**config.mk**
```make
export PLATFORM = sky130hd
export DESIGN_NAME = mix_columns_seq_flat
export DESIGN_NICKNAME = d
export VERILOG_FILES = /design/src/rtl/mix_columns_seq_if.sv /design/src/rtl/mix_columns_seq.sv /design/src/flat_wrapper.sv
export SDC_FILE = /design/constraint.sdc
export NUM_CORES = 1
export LEC_CHECK = 0
export BUFFER_PORTS_ARGS = -buffer_cell sky130_fd_sc_hd__buf_2
export CAP_MARGIN = 20
export CORE_MARGIN = 3
export CORE_UTILIZATION = 47
export DETAILED_ROUTE_END_ITERATION = 7
export PLACE_DENSITY = 0.85
export SYNTH_ARGS = -nofsm -noshare
export SYNTH_HDL_FRONTEND = slang
export SYNTH_SLANG_ARGS = --single-unit
```
**constraint.sdc**
```tcl
create_clock -name clk -period 2.6 [get_ports clk]
set_input_delay 0.65 -clock clk [delete_from_list [all_inputs] [get_ports clk]]
set_output_delay 0.65 -clock clk [all_outputs]
set_load 0.03 [all_outputs]
```
**src/rtl/mix_columns_seq_if.sv**
```systemverilog
// Handshake bundle for mix_columns_seq: input state channel and output result channel.
// Optional MIXCOLUMNS_INV_EN adds the inv_mode select travelling with the input state.
interface mix_columns_seq_if;
  logic         in_valid;
  logic         in_ready;
  logic [127:0] in_data;
  logic         out_valid;
  logic         out_ready;
  logic [127:0] out_data;
`ifdef MIXCOLUMNS_INV_EN
  logic         inv_mode;

  modport master (
    output in_valid, in_data, out_ready, inv_mode,
    input  in_ready, out_valid, out_data
  );
  modport slave (
    input  in_valid, in_data, out_ready, inv_mode,
    output in_ready, out_valid, out_data
  );
`else
  modport master (
    output in_valid, in_data, out_ready,
    input  in_ready, out_valid, out_data
  );
  modport slave (
    input  in_valid, in_data, out_ready,
    output in_ready, out_valid, out_data
  );
`endif
endinterface

```
**src/rtl/mix_columns_seq.sv**
```systemverilog
// Iterative AES MixColumns: one 32-bit column per clock, four clocks per state.
// Define MIXCOLUMNS_INV_EN to add a latched inv_mode select for InvMixColumns.
module mix_columns_seq (
  input  logic            clk,
  input  logic            rst_n,
  mix_columns_seq_if.slave bus
);

  typedef enum logic [1:0] {StIdle, StBusy, StDone} state_e;

  state_e       state_q, state_d;
  logic [1:0]   col_cnt_q;
  logic [127:0] data_q, data_d;
  logic [31:0]  col_in, col_out;
  logic         accept;
  logic         inv_q;

  function automatic logic [7:0] xtime(input logic [7:0] x);
    return {x[6:0], 1'b0} ^ (x[7] ? 8'h1B : 8'h00);
  endfunction

  function automatic logic [31:0] mix_fwd(input logic [31:0] a);
    logic [7:0] a0, a1, a2, a3;
    logic [7:0] t0, t1, t2, t3;
    a0 = a[31:24];
    a1 = a[23:16];
    a2 = a[15:8];
    a3 = a[7:0];
    t0 = xtime(a0);
    t1 = xtime(a1);
    t2 = xtime(a2);
    t3 = xtime(a3);
    return {t0 ^ (t1 ^ a1) ^ a2 ^ a3,
            a0 ^ t1 ^ (t2 ^ a2) ^ a3,
            a0 ^ a1 ^ t2 ^ (t3 ^ a3),
            (t0 ^ a0) ^ a1 ^ a2 ^ t3};
  endfunction

  // Multiples 9, B, D, E of one byte, built from x, 2x, 4x, 8x.
  function automatic logic [31:0] inv_mults(input logic [7:0] x);
    logic [7:0] x2, x4, x8;
    x2 = xtime(x);
    x4 = xtime(x2);
    x8 = xtime(x4);
    // Packed as {E, B, D, 9}, matching the row-0 coefficient order.
    return {x8 ^ x4 ^ x2, x8 ^ x2 ^ x, x8 ^ x4 ^ x, x8 ^ x};
  endfunction

  function automatic logic [31:0] mix_inv(input logic [31:0] a);
    logic [31:0] m0, m1, m2, m3;
    m0 = inv_mults(a[31:24]);
    m1 = inv_mults(a[23:16]);
    m2 = inv_mults(a[15:8]);
    m3 = inv_mults(a[7:0]);
    // Field order within m*: [31:24]=E, [23:16]=B, [15:8]=D, [7:0]=9.
    return {m0[31:24] ^ m1[23:16] ^ m2[15:8]  ^ m3[7:0],
            m0[7:0]   ^ m1[31:24] ^ m2[23:16] ^ m3[15:8],
            m0[15:8]  ^ m1[7:0]   ^ m2[31:24] ^ m3[23:16],
            m0[23:16] ^ m1[15:8]  ^ m2[7:0]   ^ m3[31:24]};
  endfunction

  assign accept = bus.in_valid && (state_q == StIdle);

  // State register.
  always_ff @(posedge clk or negedge rst_n) begin
    if (!rst_n) begin
      state_q <= StIdle;
    end else begin
      state_q <= state_d;
    end
  end

  // Next-state logic.
  always_comb begin
    state_d = state_q;
    unique case (state_q)
      StIdle:  if (bus.in_valid) state_d = StBusy;
      StBusy:  if (col_cnt_q == 2'd3) state_d = StDone;
      StDone:  if (bus.out_ready) state_d = StIdle;
      default: state_d = StIdle;
    endcase
  end

  // Handshake outputs; the working register is the result.
  always_comb begin
    bus.in_ready  = (state_q == StIdle);
    bus.out_valid = (state_q == StDone);
    bus.out_data  = data_q;
  end

  // Column select and transform of the column under work.
  always_comb begin
    col_in = 32'h0;
    unique case (col_cnt_q)
      2'd0: col_in = data_q[127:96];
      2'd1: col_in = data_q[95:64];
      2'd2: col_in = data_q[63:32];
      2'd3: col_in = data_q[31:0];
      default: col_in = 32'h0;
    endcase
    col_out = inv_q ? mix_inv(col_in) : mix_fwd(col_in);
  end

  // Working register next value: load on accept, else rewrite only the current column.
  always_comb begin
    data_d = data_q;
    if (accept) begin
      data_d = bus.in_data;
    end else if (state_q == StBusy) begin
      unique case (col_cnt_q)
        2'd0: data_d[127:96] = col_out;
        2'd1: data_d[95:64]  = col_out;
        2'd2: data_d[63:32]  = col_out;
        2'd3: data_d[31:0]   = col_out;
        default: data_d = data_q;
      endcase
    end
  end

  // Datapath registers: working state and column counter.
  always_ff @(posedge clk or negedge rst_n) begin
    if (!rst_n) begin
      data_q    <= 128'h0;
      col_cnt_q <= 2'd0;
    end else begin
      data_q <= data_d;
      if (accept) begin
        col_cnt_q <= 2'd0;
      end else if (state_q == StBusy) begin
        col_cnt_q <= col_cnt_q + 2'd1;
      end
    end
  end

`ifdef MIXCOLUMNS_INV_EN
  // Mode is captured with the state so mid-operation changes are ignored.
  always_ff @(posedge clk or negedge rst_n) begin
    if (!rst_n) begin
      inv_q <= 1'b0;
    end else if (accept) begin
      inv_q <= bus.inv_mode;
    end
  end
`else
  assign inv_q = 1'b0;
`endif

endmodule

```
**src/flat_wrapper.sv**
```systemverilog
// flat-port wrapper written by rule: the top's interface ports become plain ports
module mix_columns_seq_flat 
  (clk, rst_n, bus_in_valid, bus_in_data, bus_out_ready, bus_in_ready, bus_out_valid, bus_out_data);
  mix_columns_seq_if bus_i ();
  input  logic clk;
  input  logic rst_n;
  input wire logic [$bits(bus_i.in_valid)-1:0] bus_in_valid;
  input wire logic [$bits(bus_i.in_data)-1:0] bus_in_data;
  input wire logic [$bits(bus_i.out_ready)-1:0] bus_out_ready;
  output wire logic [$bits(bus_i.in_ready)-1:0] bus_in_ready;
  output wire logic [$bits(bus_i.out_valid)-1:0] bus_out_valid;
  output wire logic [$bits(bus_i.out_data)-1:0] bus_out_data;
  assign bus_i.in_valid = bus_in_valid;
  assign bus_i.in_data = bus_in_data;
  assign bus_i.out_ready = bus_out_ready;
  assign bus_in_ready = bus_i.in_ready;
  assign bus_out_valid = bus_i.out_valid;
  assign bus_out_data = bus_i.out_data;
  mix_columns_seq u_core (.clk(clk), .rst_n(rst_n), .bus(bus_i));
endmodule
```
==> flow_metrics.py <==
metrics = {
    "critical_path": {
        "reg2reg_from": "u_core.col_cnt_q[1]",
        "path_max_fanout": 8,
        "crit_arrival_ns": 3.43,
        "worstSetupPathType": "flop to flop",
        "critPathLaunchType": "flop",
        "ff2ff_setup_slack_ns": -0.53,
        "required_ns": 2.90,
        "critPathCaptureType": "flop",
        "crit_start": "u_core.col_cnt_q[1]",
    },
    "layout": {
        "fill_cells": 1112,
        "finalInstanceArea_um2": 11500,
        "syn_to_final_growth_pct": 45.6,
        "layout_commonest_cell": "buf_2",
        "insertedDiodeCount": 0,
        "utilization_pct": 71.3,
        "fin_nets": 1317,
        "final_cells": 1408,
        "layout_common_cells": "buf_2, dfrtp_1, buf_4, a22oi_1, xnor2_1",
        "drive_above_1_share_pct": 43.1,
    },
    "sta": {
        "slew_viol_final": 0,
        "fin_ws_ns": -0.534,
        "hold_ws_ns": 0.186,
        "worst_slew_pin_slew_ns": 0.847,
        "setup_violations": 71,
        "finalCritPeriodShare_pct": 121,
        "fmax_ghz": 0.319,
        "slew_headroom_pct": 43.1,
        "skew_ns": 0.00700,
        "rsz0062_at_grt": "true",
        "report.final.hold_viol_count": 0,
        "fin_crit_ns": 3.13,
    },
    "global_route": {
        "track_usage_pct": 32.9,
        "grt_overflow_total": 0,
        "antenna_found_initial": 0,
        "grt_pass1_wl_um": 46600,
        "grt_pass1_vias": 8458,
        "grt_max_degree": 71,
    },
    "cts": {
        "htree_levels": 4,
        "clk_latency_ns": 0.43,
        "cts_tree": "yes",
        "cts_sinks": 132,
        "cts_made_buffers": 17,
        "clockBufferDepth": 2,
        "cts-root-buf": "clkbuf_16",
        "cts.clk_slew.worst_paths_ns": 0.06,
    },
    "place": {
        "dp_cells": 1347,
        "io_buffer_count": 261,
        "hpwlAfterDp_um": 22200,
        "routabilityCongestion": 0.997,
        "place_area_um2": 10200,
    },
    "synth": {
        "ys_seq_area_share_pct": 41.7,
        "yosysWarnings": 0,
        "syn_inst": 824,
        "ys.flop_type": "dfrtp_1",
        "synth-edff-count": 0,
        "synth.area.top_cells": "dfrtp_1, xnor2_1, a22oi_1, xor2_1, o21ai_0",
        "ys_ff_latch": 132,
        "syn_area_per_cell_um2": 9.62,
        "synthArstFlopShare_pct": 100,
        "synth.top_cell.area_share_pct": 41.7,
        "synth_cell_types": 36,
        "synth_area_leader_cell": "dfrtp_1",
        "synthesis.area_um2": 7920,
        "syn_nets": 961,
    },
    "drt": {
        "drt_iter0_drc": 1364,
        "finalWirelength_um": 33200,
        "wl_per_cell_um": 23.6,
        "vias_per_cell": 6.37,
        "ant_nets": 0,
        "num_vias": 8974,
        "remaining_drc_errors": 44,
        "drt_pre_antenna_iters": 8,
    },
    "die": {
        "die-area_um2": 18500,
        "num_rows": 46,
        "die_h_um": 136,
        "ios": 262,
        "fp.dieW_um": 136,
        "core_um2": 16200,
        "initial_core_util_pct": 49.0,
    },
    "job": {
        "drv_cap": 0,
    },
    "worst_hold_path": {
        "holdCritPathClass": "input pin to async pin",
    },
    "outcome": {
        "violations": "DRC, setup timing",
        "outcome": "finished, violations left",
    },
}
==> worst max-delay path, cell delays in order (launching register included) <==
cell,delay [ns]
dfrtp_2,0.42
inv_2,0.07
ha_4,0.17
buf_12,0.13
buf_12,0.13
a222oi_1,0.69
buf_4,0.28
xor2_1,0.34
a21oi_1,0.17
xnor2_1,0.18
xnor2_2,0.28
o21ai_1,0.12
==> what timing repair did <==
action	CTS	global route
pin swaps	24	35
resized for setup	45	68
hold buffers	0	0
endpoints found under the setup margin	115	126
setup buffers	18	12
==> stage by stage <==
stage	setup slack (ns)	TNS [ns]
CTS	-0.0343	-0.168
global route	-0.531	-21.27
finish	-0.534	-11.16
floorplan	0.00667	0
global placement	-0.118	-1.92
detailed placement	-0.191	-6.99
==> layout make-up <==
class	count	area, um2	area share, %
multi-input cells	619	4830	41.8
inverters	4	15.0	0.130
clock inverters	11	113	0.976
flip-flops and latches	132	3310	28.7
well taps	216	270	2.34
repair buffers	406	2570	22.3
clock buffers	20	437	3.79
==> state kept, by name (all words and copies together), names as in the netlist <==
register,flops
u_core.state_q,2
u_core.bus.out_data,128
u_core.col_cnt_q,2
==> worst paths after layout <==
| path | end | cells past startpoint |
|---|---|---|
| max | u_core.bus.out_data[4] | 11 |
| min | u_core.bus.out_data[74] | 1 |
| min in group clk | u_core.state_q[1] | 2 |
| max reg2reg | u_core.bus.out_data[4] | 11 |
| max in group asynchronous | u_core.col_cnt_q[0] | 2 |
| min reg2reg | u_core.state_q[0] | 1 |
==> logic make-up (layout without fill, tap and decap cells) <==
family,count (synthesis),after routing,share of synthesized area [%]
buf+inv,73,441,4.07
mux,5,5,0.963
fa+ha+maj,5,5,0.790
xor+xnor,175,175,19.9
compound gates,338,338,27.8
simple gates,96,96,4.86
flops,132,132,41.7
==> layer usage <==
layer | routed length, um | global-route usage [%] | vias up | share of wire [%]
li1 | - | - | 3725 | -
met1 | 11700 | 42.9 | 4262 | 35
met2 | 15700 | 52.5 | 816 | 47
met3 | 4000 | 6.92 | 171 | 12
met4 | 1830 | 15.4 | 0 | 5.5
met5 | 0 | 0 | - | 0
==> synth_stat cells, types with 3 or more instances <==
master and n:
dfrtp_1 132, buf_2 6, inv_1 3, and2_1 5, xnor3_1 3, a22oi_1 116, a31oi_1 8, buf_6 5
ha_1 5, o21ai_0 98, o21ai_1 42, clkbuf_1 54, nand2_1 51, xor2_1 57, a21oi_1 30, buf_1 3
nor2_1 35, a222oi_1 32, o22ai_1 4, xnor2_1 115, a21oi_2 3
Power is not shown: default switching activity piles up to over one toggle a cycle in this logic, so the estimate is an artifact.
